--- config.mk ---
export PLATFORM = sky130hd
export DESIGN_NAME = seq_multiplier_flat
export DESIGN_NICKNAME = d
export VERILOG_FILES = /design/src/rtl/seq_multiplier_if.sv /design/src/rtl/seq_multiplier.sv /design/src/flat_wrapper.sv
export SDC_FILE = /design/constraint.sdc
export NUM_CORES = 1
export LEC_CHECK = 0
export BUFFER_PORTS_ARGS = -buffer_cell sky130_fd_sc_hd__buf_2
export CORE_AREA = 2 2 153 155
export DETAILED_ROUTE_END_ITERATION = 16
export DIE_AREA = 0 0 155 157
export MAX_ROUTING_LAYER = met4
export PLACE_DENSITY_LB_ADDON = 0.15
export SKIP_CTS_REPAIR_TIMING = 1
export SLEW_MARGIN = 20
export SYNTH_ARGS = -nofsm -noshare
export SYNTH_HDL_FRONTEND = slang
export SYNTH_SLANG_ARGS = --single-unit
--- constraint.sdc ---
create_clock -name clk -period 5 [get_ports clk]
set_input_delay 0.5 -clock clk [delete_from_list [all_inputs] [get_ports clk]]
set_output_delay 0.5 -clock clk [all_outputs]
set_load 0.005 [all_outputs]
--- src/rtl/seq_multiplier_if.sv ---
// Operand/result handshake bundle for seq_multiplier.
// master = producer of operands and consumer of results; slave = the multiplier.
interface seq_multiplier_if #(
   parameter int WIDTH = 16
);
   logic             in_valid;
   logic             in_ready;
   logic             signed_mode;
   logic [WIDTH-1:0] a;
   logic [WIDTH-1:0] b;
   logic             out_valid;
   logic             out_ready;
   logic [WIDTH-1:0] result_lo;
   logic [WIDTH-1:0] result_hi;
   logic             overflow;

   modport master (
      output in_valid, signed_mode, a, b, out_ready,
      input  in_ready, out_valid, result_lo, result_hi, overflow
   );

   modport slave (
      input  in_valid, signed_mode, a, b, out_ready,
      output in_ready, out_valid, result_lo, result_hi, overflow
   );
endinterface

--- src/rtl/seq_multiplier.sv ---
// Iterative shift-add multiplier: one multiplier bit per cycle, WIDTH cycles per product.
// Signed operands are reduced to magnitudes and the sign is reapplied to the full product.
module seq_multiplier #(
   parameter int WIDTH = 16
) (
   input logic             clk,
   input logic             rst_n,
   seq_multiplier_if.slave bus
);
   localparam int CNT_W = $clog2(WIDTH);
   localparam logic [CNT_W-1:0] LAST = CNT_W'(WIDTH - 1);

   typedef enum logic [1:0] {IDLE, CALC, DONE} state_t;

   state_t             state_q,     state_d;
   logic [CNT_W-1:0]   cnt_q,       cnt_d;
   logic [2*WIDTH-1:0] mcand_q,     mcand_d;
   logic [WIDTH-1:0]   mplier_q,    mplier_d;
   logic [2*WIDTH-1:0] acc_q,       acc_d;
   logic               sign_q,      sign_d;
   logic               mode_q,      mode_d;
   logic               in_ready_q,  in_ready_d;
   logic               out_valid_q, out_valid_d;
   logic [WIDTH-1:0]   res_lo_q,    res_lo_d;
   logic [WIDTH-1:0]   res_hi_q,    res_hi_d;
   logic               ovf_q,       ovf_d;

   logic [2*WIDTH-1:0] acc_sum;
   logic [2*WIDTH-1:0] product;

   // The most-negative value maps to 2^(WIDTH-1), still representable as an unsigned magnitude.
   function automatic logic [WIDTH-1:0] magnitude(input logic [WIDTH-1:0] v, input logic sm);
      return (sm && v[WIDTH-1]) ? (~v + 1'b1) : v;
   endfunction

   function automatic logic overflow_of(input logic [2*WIDTH-1:0] p, input logic sm);
      if (sm)
         return p[2*WIDTH-1:WIDTH] != {WIDTH{p[WIDTH-1]}};
      return p[2*WIDTH-1:WIDTH] != '0;
   endfunction

   always_comb begin
      state_d     = state_q;
      cnt_d       = cnt_q;
      mcand_d     = mcand_q;
      mplier_d    = mplier_q;
      acc_d       = acc_q;
      sign_d      = sign_q;
      mode_d      = mode_q;
      in_ready_d  = in_ready_q;
      out_valid_d = out_valid_q;
      res_lo_d    = res_lo_q;
      res_hi_d    = res_hi_q;
      ovf_d       = ovf_q;
      acc_sum     = acc_q + (mplier_q[0] ? mcand_q : '0);
      product     = sign_q ? (~acc_sum + 1'b1) : acc_sum;

      case (state_q)
         IDLE: begin
            if (bus.in_valid) begin
               state_d    = CALC;
               in_ready_d = 1'b0;
               mcand_d    = {{WIDTH{1'b0}}, magnitude(bus.a, bus.signed_mode)};
               mplier_d   = magnitude(bus.b, bus.signed_mode);
               sign_d     = bus.signed_mode & (bus.a[WIDTH-1] ^ bus.b[WIDTH-1]);
               mode_d     = bus.signed_mode;
               cnt_d      = '0;
               acc_d      = '0;
            end
         end
         CALC: begin
            acc_d    = acc_sum;
            mcand_d  = mcand_q << 1;
            mplier_d = mplier_q >> 1;
            cnt_d    = cnt_q + 1'b1;
            // Results are registered on the same edge that leaves CALC.
            if (cnt_q == LAST) begin
               state_d     = DONE;
               out_valid_d = 1'b1;
               res_lo_d    = product[WIDTH-1:0];
               res_hi_d    = product[2*WIDTH-1:WIDTH];
               ovf_d       = overflow_of(product, mode_q);
            end
         end
         DONE: begin
            if (bus.out_ready) begin
               state_d     = IDLE;
               out_valid_d = 1'b0;
               in_ready_d  = 1'b1;
            end
         end
         default: begin
            state_d     = IDLE;
            in_ready_d  = 1'b1;
            out_valid_d = 1'b0;
         end
      endcase
   end

   always_ff @(posedge clk or negedge rst_n) begin
      if (!rst_n) begin
         state_q     <= IDLE;
         cnt_q       <= '0;
         mcand_q     <= '0;
         mplier_q    <= '0;
         acc_q       <= '0;
         sign_q      <= 1'b0;
         mode_q      <= 1'b0;
         in_ready_q  <= 1'b1;
         out_valid_q <= 1'b0;
         res_lo_q    <= '0;
         res_hi_q    <= '0;
         ovf_q       <= 1'b0;
      end else begin
         state_q     <= state_d;
         cnt_q       <= cnt_d;
         mcand_q     <= mcand_d;
         mplier_q    <= mplier_d;
         acc_q       <= acc_d;
         sign_q      <= sign_d;
         mode_q      <= mode_d;
         in_ready_q  <= in_ready_d;
         out_valid_q <= out_valid_d;
         res_lo_q    <= res_lo_d;
         res_hi_q    <= res_hi_d;
         ovf_q       <= ovf_d;
      end
   end

   assign bus.in_ready  = in_ready_q;
   assign bus.out_valid = out_valid_q;
   assign bus.result_lo = res_lo_q;
   assign bus.result_hi = res_hi_q;
   assign bus.overflow  = ovf_q;
endmodule

--- src/flat_wrapper.sv ---
// flat-port wrapper written by rule: the top's interface ports become plain ports
module seq_multiplier_flat 
#(
   parameter int WIDTH = 16
)
  (clk, rst_n, bus_in_valid, bus_signed_mode, bus_a, bus_b, bus_out_ready, bus_in_ready, bus_out_valid, bus_result_lo, bus_result_hi, bus_overflow);
  seq_multiplier_if #(.WIDTH(WIDTH)) bus_i ();
  input logic clk;
  input logic rst_n;
  input wire logic [$bits(bus_i.in_valid)-1:0] bus_in_valid;
  input wire logic [$bits(bus_i.signed_mode)-1:0] bus_signed_mode;
  input wire logic [$bits(bus_i.a)-1:0] bus_a;
  input wire logic [$bits(bus_i.b)-1:0] bus_b;
  input wire logic [$bits(bus_i.out_ready)-1:0] bus_out_ready;
  output wire logic [$bits(bus_i.in_ready)-1:0] bus_in_ready;
  output wire logic [$bits(bus_i.out_valid)-1:0] bus_out_valid;
  output wire logic [$bits(bus_i.result_lo)-1:0] bus_result_lo;
  output wire logic [$bits(bus_i.result_hi)-1:0] bus_result_hi;
  output wire logic [$bits(bus_i.overflow)-1:0] bus_overflow;
  assign bus_i.in_valid = bus_in_valid;
  assign bus_i.signed_mode = bus_signed_mode;
  assign bus_i.a = bus_a;
  assign bus_i.b = bus_b;
  assign bus_i.out_ready = bus_out_ready;
  assign bus_in_ready = bus_i.in_ready;
  assign bus_out_valid = bus_i.out_valid;
  assign bus_result_lo = bus_i.result_lo;
  assign bus_result_hi = bus_i.result_hi;
  assign bus_overflow = bus_i.overflow;
  seq_multiplier #(.WIDTH(WIDTH)) u_core (.clk(clk), .rst_n(rst_n), .bus(bus_i));
endmodule
==> metrics.cfg, run 1 <==
[logic_synthesis]
synth.yosys.seq_area_share=0.364
syn_inst=1026
synth.avg_cell_area_sq_um=8.25
synth-edff-count=0
async_flop_share=1.00
synthFlopType=dfrtp_1
ys.warnings.count=0
synth-seq-cells=123
synth_cell_types=71
synth_nets=1099
netlist_area_sq_um=8470

[detailed_routing]
firstDrtPassIters=5
via_count=7473
routedWlPerCell_microns=16.5
drc=0
ant_nets=0
wirelength_microns=22800
viasPerCell=5.42
dr.first_iter.drc_count=444

[critical_path]
worstPathRequired_ps=5310
r2r_setup_slack_ps=370
end_kind=register
worstSetupPathType=reg -> reg
cp_max_fo=14
startpoint_type=register
arrival_ps=4930

[die]
core_sq_um=22500
ioPinCount=72
die_h_microns=157
die_w_microns=155
die-area_sq_um=24300
initial_core_util=0.376
rows=55

[power_and_ir_drop]
p_per_area_nw_per_um2=668
total_power_mw=6.50
switching_share=0.461
p_clk_frac=0.178
p_int_mw=3.50
p_sw_mw=3.00
power.leakage_nw=4.39
sequentialPowerShare=0.264
peakVddDrop_mv=0.217
p_comb_frac=0.557

[placement]
place_congestion=0.874
port_buffers=71
hpwlAfterDp_microns=17000

[grt]
grt_pass1_vias=7219
grt_pass1_wl_microns=37900
track_usage=0.201
grt_remaining_overflow=0
antenna_found_initial=0
grt_max_degree=78

[flow_run]
max-cap-violations=0

[clock_tree]
clkTransAtPathRegs_ps=60
clockRootBuffer=clkbuf_16
cts_buffers=17
cts_sinks=123
clk_path_buf_depth=2
clock_latency_ps=430
cts_tree=yes
cts_max_level=4

[finish]
drive_above_1_share=0.149
layout_common_cells=169 x nand2_1, 121 x dfrtp_1, 112 x o21ai_0
layout_commonest_cell=nand2_1
layout.nets=1154
antenna_cells=0
final_util=0.433
synthToLayoutAreaGrowth_pct=15.0

[timing]
hold_violations=0
max_slew_margin=0.347
fin_crit_sh=0.925
fmax_mhz=216
slew_viol_final=0
setup_tns_ps=0
setup_violations=0
worst_pin_slew_ps=977
period_minus_slack_ps=4630
fin_skew_ps=7.83

[worst_hold_path]
hold_class=in -> async

[run_status]
status=complete, no violations

-- worst max-delay path: stages (launching register included) --
cell and delay (ps):
dfrtp_2 470, and2_1 200, ha_1 280, a21o_1 130, nand4_1 230, a211oi_1 540
nor4_2 100, a2111oi_1 850, nor4_2 200, nand4_1 200, o21ai_0 120, xnor2_1 400
o2111ai_1 200, o22a_1 210, nor4_1 290, nor3_1 90
-- layout make-up --
| type | count | area, sq um |
|---|---|---|
| Clock inverter | 9 | 62.6 |
| Fill cell | 2300 | 12800 |
| Tap cell | 285 | 357 |
| Inverter | 12 | 45.0 |
| Clock buffer | 23 | 488 |
| Sequential cell | 123 | 3080 |
| Timing Repair Buffer | 98 | 561 |
| Multi-Input combinational cell | 829 | 5140 |
-- registers in the layout, summed over array words and instances (netlist names) --
signal,cells
u_core.mcand_q,32
u_core.cnt_q,4
u_core.bus.in_ready,1
u_core.bus.out_valid,1
u_core.mode_q,1
u_core.mplier_q,16
u_core.sign_q,1
u_core.bus.result_lo,16
u_core.bus.result_hi,16
u_core.bus.overflow,1
u_core.state_q,2
u_core.acc_q,32
-- stage by stage --
| stage | instances | worst slack, ps | hold WS, ps | instance area (sq um) |
|---|---|---|---|---|
| 2_1_floorplan | 1026 | 807 | 204 | 8470 |
| 3_3_place_gp | 1346 | 225 | 456 | 9150 |
| 3_5_place_dp | 1346 | 157 | 457 | 9150 |
| 4_1_cts | 1378 | 146 | 144 | 9700 |
| 5_1_grt | 1379 | -33.7 | 184 | 9740 |
| 6_report | 1379 | 375 | 109 | 9740 |
-- path summary, 6_finish.rpt --
path                                          start                       end  depth (start not counted)
max                              u_core.mplier_q[0]       u_core.bus.overflow                         15
min                                           rst_n       u_core.mplier_q[14]                          1
max reg2reg                      u_core.mplier_q[0]       u_core.bus.overflow                         15
min reg2reg                u_core.bus.result_lo[15]  u_core.bus.result_lo[15]                          2
max in group asynchronous                     rst_n   u_core.bus.result_lo[9]                          2
min in group clk                      bus_out_ready         u_core.state_q[1]                          2
-- power groups by stage --
stage	sequential, mW	clock (mW)	combinational, mW
2_1_floorplan	1.64	0	2.60
3_3_place_gp	1.73	0	3.55
3_5_place_dp	1.73	0	3.58
4_1_cts	1.72	1.19	3.59
5_1_grt	1.79	1.23	4.05
6_report	1.72	1.16	3.63
-- routing by layer --
layer | GRT usage | share of wire | routed length [microns] | up-vias
met5 | - | 0 | 0 | -
met4 | 0.0631 | 0.016 | 357 | 0
met3 | 0.0325 | 0.039 | 892 | 28
met2 | 0.294 | 0.43 | 9710 | 149
met1 | 0.285 | 0.52 | 11800 | 3489
li1 | - | - | - | 3807
-- cell usage after synthesis (8+ instances only) --
| master | number | area [sq um] |
|---|---|---|
| a22oi_1 | 28 | 210 |
| nor4_1 | 9 | 56.3 |
| clkbuf_1 | 56 | 210 |
| nand4_1 | 18 | 113 |
| nand3_1 | 62 | 310 |
| xnor2_1 | 46 | 403 |
| xor2_1 | 33 | 289 |
| o31ai_1 | 14 | 105 |
| and2_1 | 38 | 238 |
| a21oi_1 | 45 | 225 |
| dfrtp_1 | 122 | 3050 |
| o21ai_0 | 113 | 566 |
| inv_1 | 12 | 45.0 |
| or3_1 | 9 | 56.3 |
| a21o_1 | 12 | 90.1 |
| nand2_1 | 170 | 638 |
| nor3_1 | 17 | 85.1 |
| and3_1 | 9 | 56.3 |
| ha_1 | 35 | 438 |
| o211ai_1 | 8 | 60.1 |
| nor2_1 | 53 | 199 |
-- cell families after synthesis --
family	Yosys count	synth area share
flip-flops	123	0.364
multiplexers	6	0.00724
AND/OR/NAND/NOR	414	0.237
AO/OA/AOI/OAI	293	0.221
XOR/XNOR	80	0.0836
buffers and inverters	74	0.0338
adder cells (fa/ha/maj)	36	0.0541
Power figures use the tool's default switching activity.
==> run 2: changes to the inputs <==
--- a/config.mk
+++ b/config.mk
@@ -7,6 +7,7 @@
 export LEC_CHECK = 0
 export BUFFER_PORTS_ARGS = -buffer_cell sky130_fd_sc_hd__buf_2
 export CORE_AREA = 2 2 153 155
+export CTS_BUF_LIST = sky130_fd_sc_hd__clkbuf_16
 export DETAILED_ROUTE_END_ITERATION = 16
 export DIE_AREA = 0 0 155 157
 export MAX_ROUTING_LAYER = met4
==> run 2 against run 1 <==
Largest cell class unchanged. Global-route usage hardly changed. Highest routed layer unchanged. Non-clock buffer count unchanged. Setup slack improved by 32 ps. Critical endpoint unchanged. Largest power group unchanged. Sequential share of layout area grew 0.13 points. Die area is the same.
==> metrics.cfg, run 2 (same netlist as run 1, synthesis figures left out) <==
[critical_path]
rr_worst_depth=16
path_cells=and2_1, ha_1, fa_1, nand3_1, a211oi_1, or4b_1, nand3_2, o221ai_1, or4_4, nor4_4, a41o_1, xor2_2, o2111ai_1, o22a_1, nor4_1, nor3_1
reg2reg_from=u_core.mplier_q[0]
r2r_setup_slack_ps=410
crit_buf_inv=0
worstSetupPathType=reg -> reg
worstReg2RegEnd=u_core.bus.overflow
startpoint_type=register
worstPathRequired_ps=5310
end_kind=register
crit_path_max_incr_delay_ps=560
critPathTopFamily=simple AND/OR/NAND/NOR gates
cpMaxStageDelayCell=or4b_1
arrival_ps=4900
cp_max_fo=14

[finish]
top_regs=u_core.acc_q: 32 flops, u_core.mcand_q: 32 flops
finalInstanceArea_sq_um=9700
layout.cells.non_filler=1379
drive_above_1_share=0.145
layout_common_cells=169 x nand2_1, 121 x dfrtp_1, 112 x o21ai_0
antenna_cells=0
final_util=0.431
layout_commonest_cell=nand2_1
synthToLayoutAreaGrowth_pct=14.5
layout.nets=1154
fillers=2304

[detailed_routing]
drc=0
routedWlPerCell_microns=16.5
ant_nets=0
wirelength_microns=22700
firstDrtPassIters=4
viasPerCell=5.41
dr.first_iter.drc_count=421
via_count=7460

[grt]
grt_pass1_wl_microns=37800
grt_max_degree=78
antenna_found_initial=0
track_usage=0.201
grt_pass1_vias=7218
grt_remaining_overflow=0

[die]
initial_core_util=0.376
rows=55
die-area_sq_um=24300
die_w_microns=155
ioPinCount=72
die_h_microns=157
core_sq_um=22500

[flow_run]
max-cap-violations=0

[placement]
hpwlAfterDp_microns=17000
dp.cells=1346
place_congestion=0.874
place_area_sq_um=9150
port_buffers=71

[timing]
fin_crit_sh=0.919
hold_violations=0
fin_hold_ws_ps=110
setup_violations=0
worst_pin_slew_ps=976
period_minus_slack_ps=4590
fin_skew_ps=8.21
fmax_mhz=218
max_slew_margin=0.347
slew_viol_final=0

[clock_tree]
clk_path_buf_depth=2
cts_sinks=123
clkTransAtPathRegs_ps=60
cts_buffers=17
clock_latency_ps=430
cts_max_level=4
clockRootBuffer=clkbuf_16
cts_tree=yes

[power_and_ir_drop]
power.leakage_nw=4.38
p_per_area_nw_per_um2=663
peakVddDrop_mv=0.214

[run_status]
status=complete, no violations

[worst_hold_path]
hold_class=in -> async

[run 2: metal layers]
| layer | vias to the layer above | GRT usage | part of all wire |
|---|---|---|---|
| met5 | - | - | 0 |
| met3 | 25 | 0.0336 | 0.042 |
| met2 | 151 | 0.295 | 0.43 |
| met1 | 3480 | 0.283 | 0.52 |
| met4 | 0 | 0.0626 | 0.014 |
| li1 | 3804 | - | - |
[run 2: worst max path at each step]
stage / slack, ps / cells after the start / start / end
floorplan: 810 / 17 / u_core.mplier_q[0] / u_core.bus.overflow
global placement: 230 / 16 / u_core.mplier_q[0] / u_core.bus.overflow
detailed placement: 160 / 16 / u_core.mplier_q[0] / u_core.bus.overflow
CTS: 150 / 16 / u_core.mplier_q[0] / u_core.bus.overflow
global route: -30 / 15 / u_core.mplier_q[0] / u_core.bus.overflow
finish: 410 / 16 / u_core.mplier_q[0] / u_core.bus.overflow
[run 2: cell type report]
type / instances / area [sq um] / area share
Multi-Input combinational cell: 829 / 5140 / 0.531
Sequential cell: 123 / 3080 / 0.318
Timing Repair Buffer: 98 / 561 / 0.0578
Clock buffer: 17 / 425 / 0.0439
Tap cell: 285 / 357 / 0.0368
Clock inverter: 15 / 85.1 / 0.00877
Inverter: 12 / 45.0 / 0.00464
[run 2: through the flow]
step	setup TNS [ps]	total power [mW]	setup WS (ps)
after floorplan	0	4.24	807
after global placement	0	5.27	225
after detailed placement	0	5.31	157
after CTS	0	6.43	149
after global routing	-30.9	7.00	-30.9
final	0	6.43	406
[run 2: where the power goes]
part | switching, mW | leakage, nW | internal [mW]
combinational | 2.23 | 2.54 | 1.40
sequential | 0.297 | 1.59 | 1.42
clock | 0.471 | 0.248 | 0.620
total | 2.99 | 4.38 | 3.44
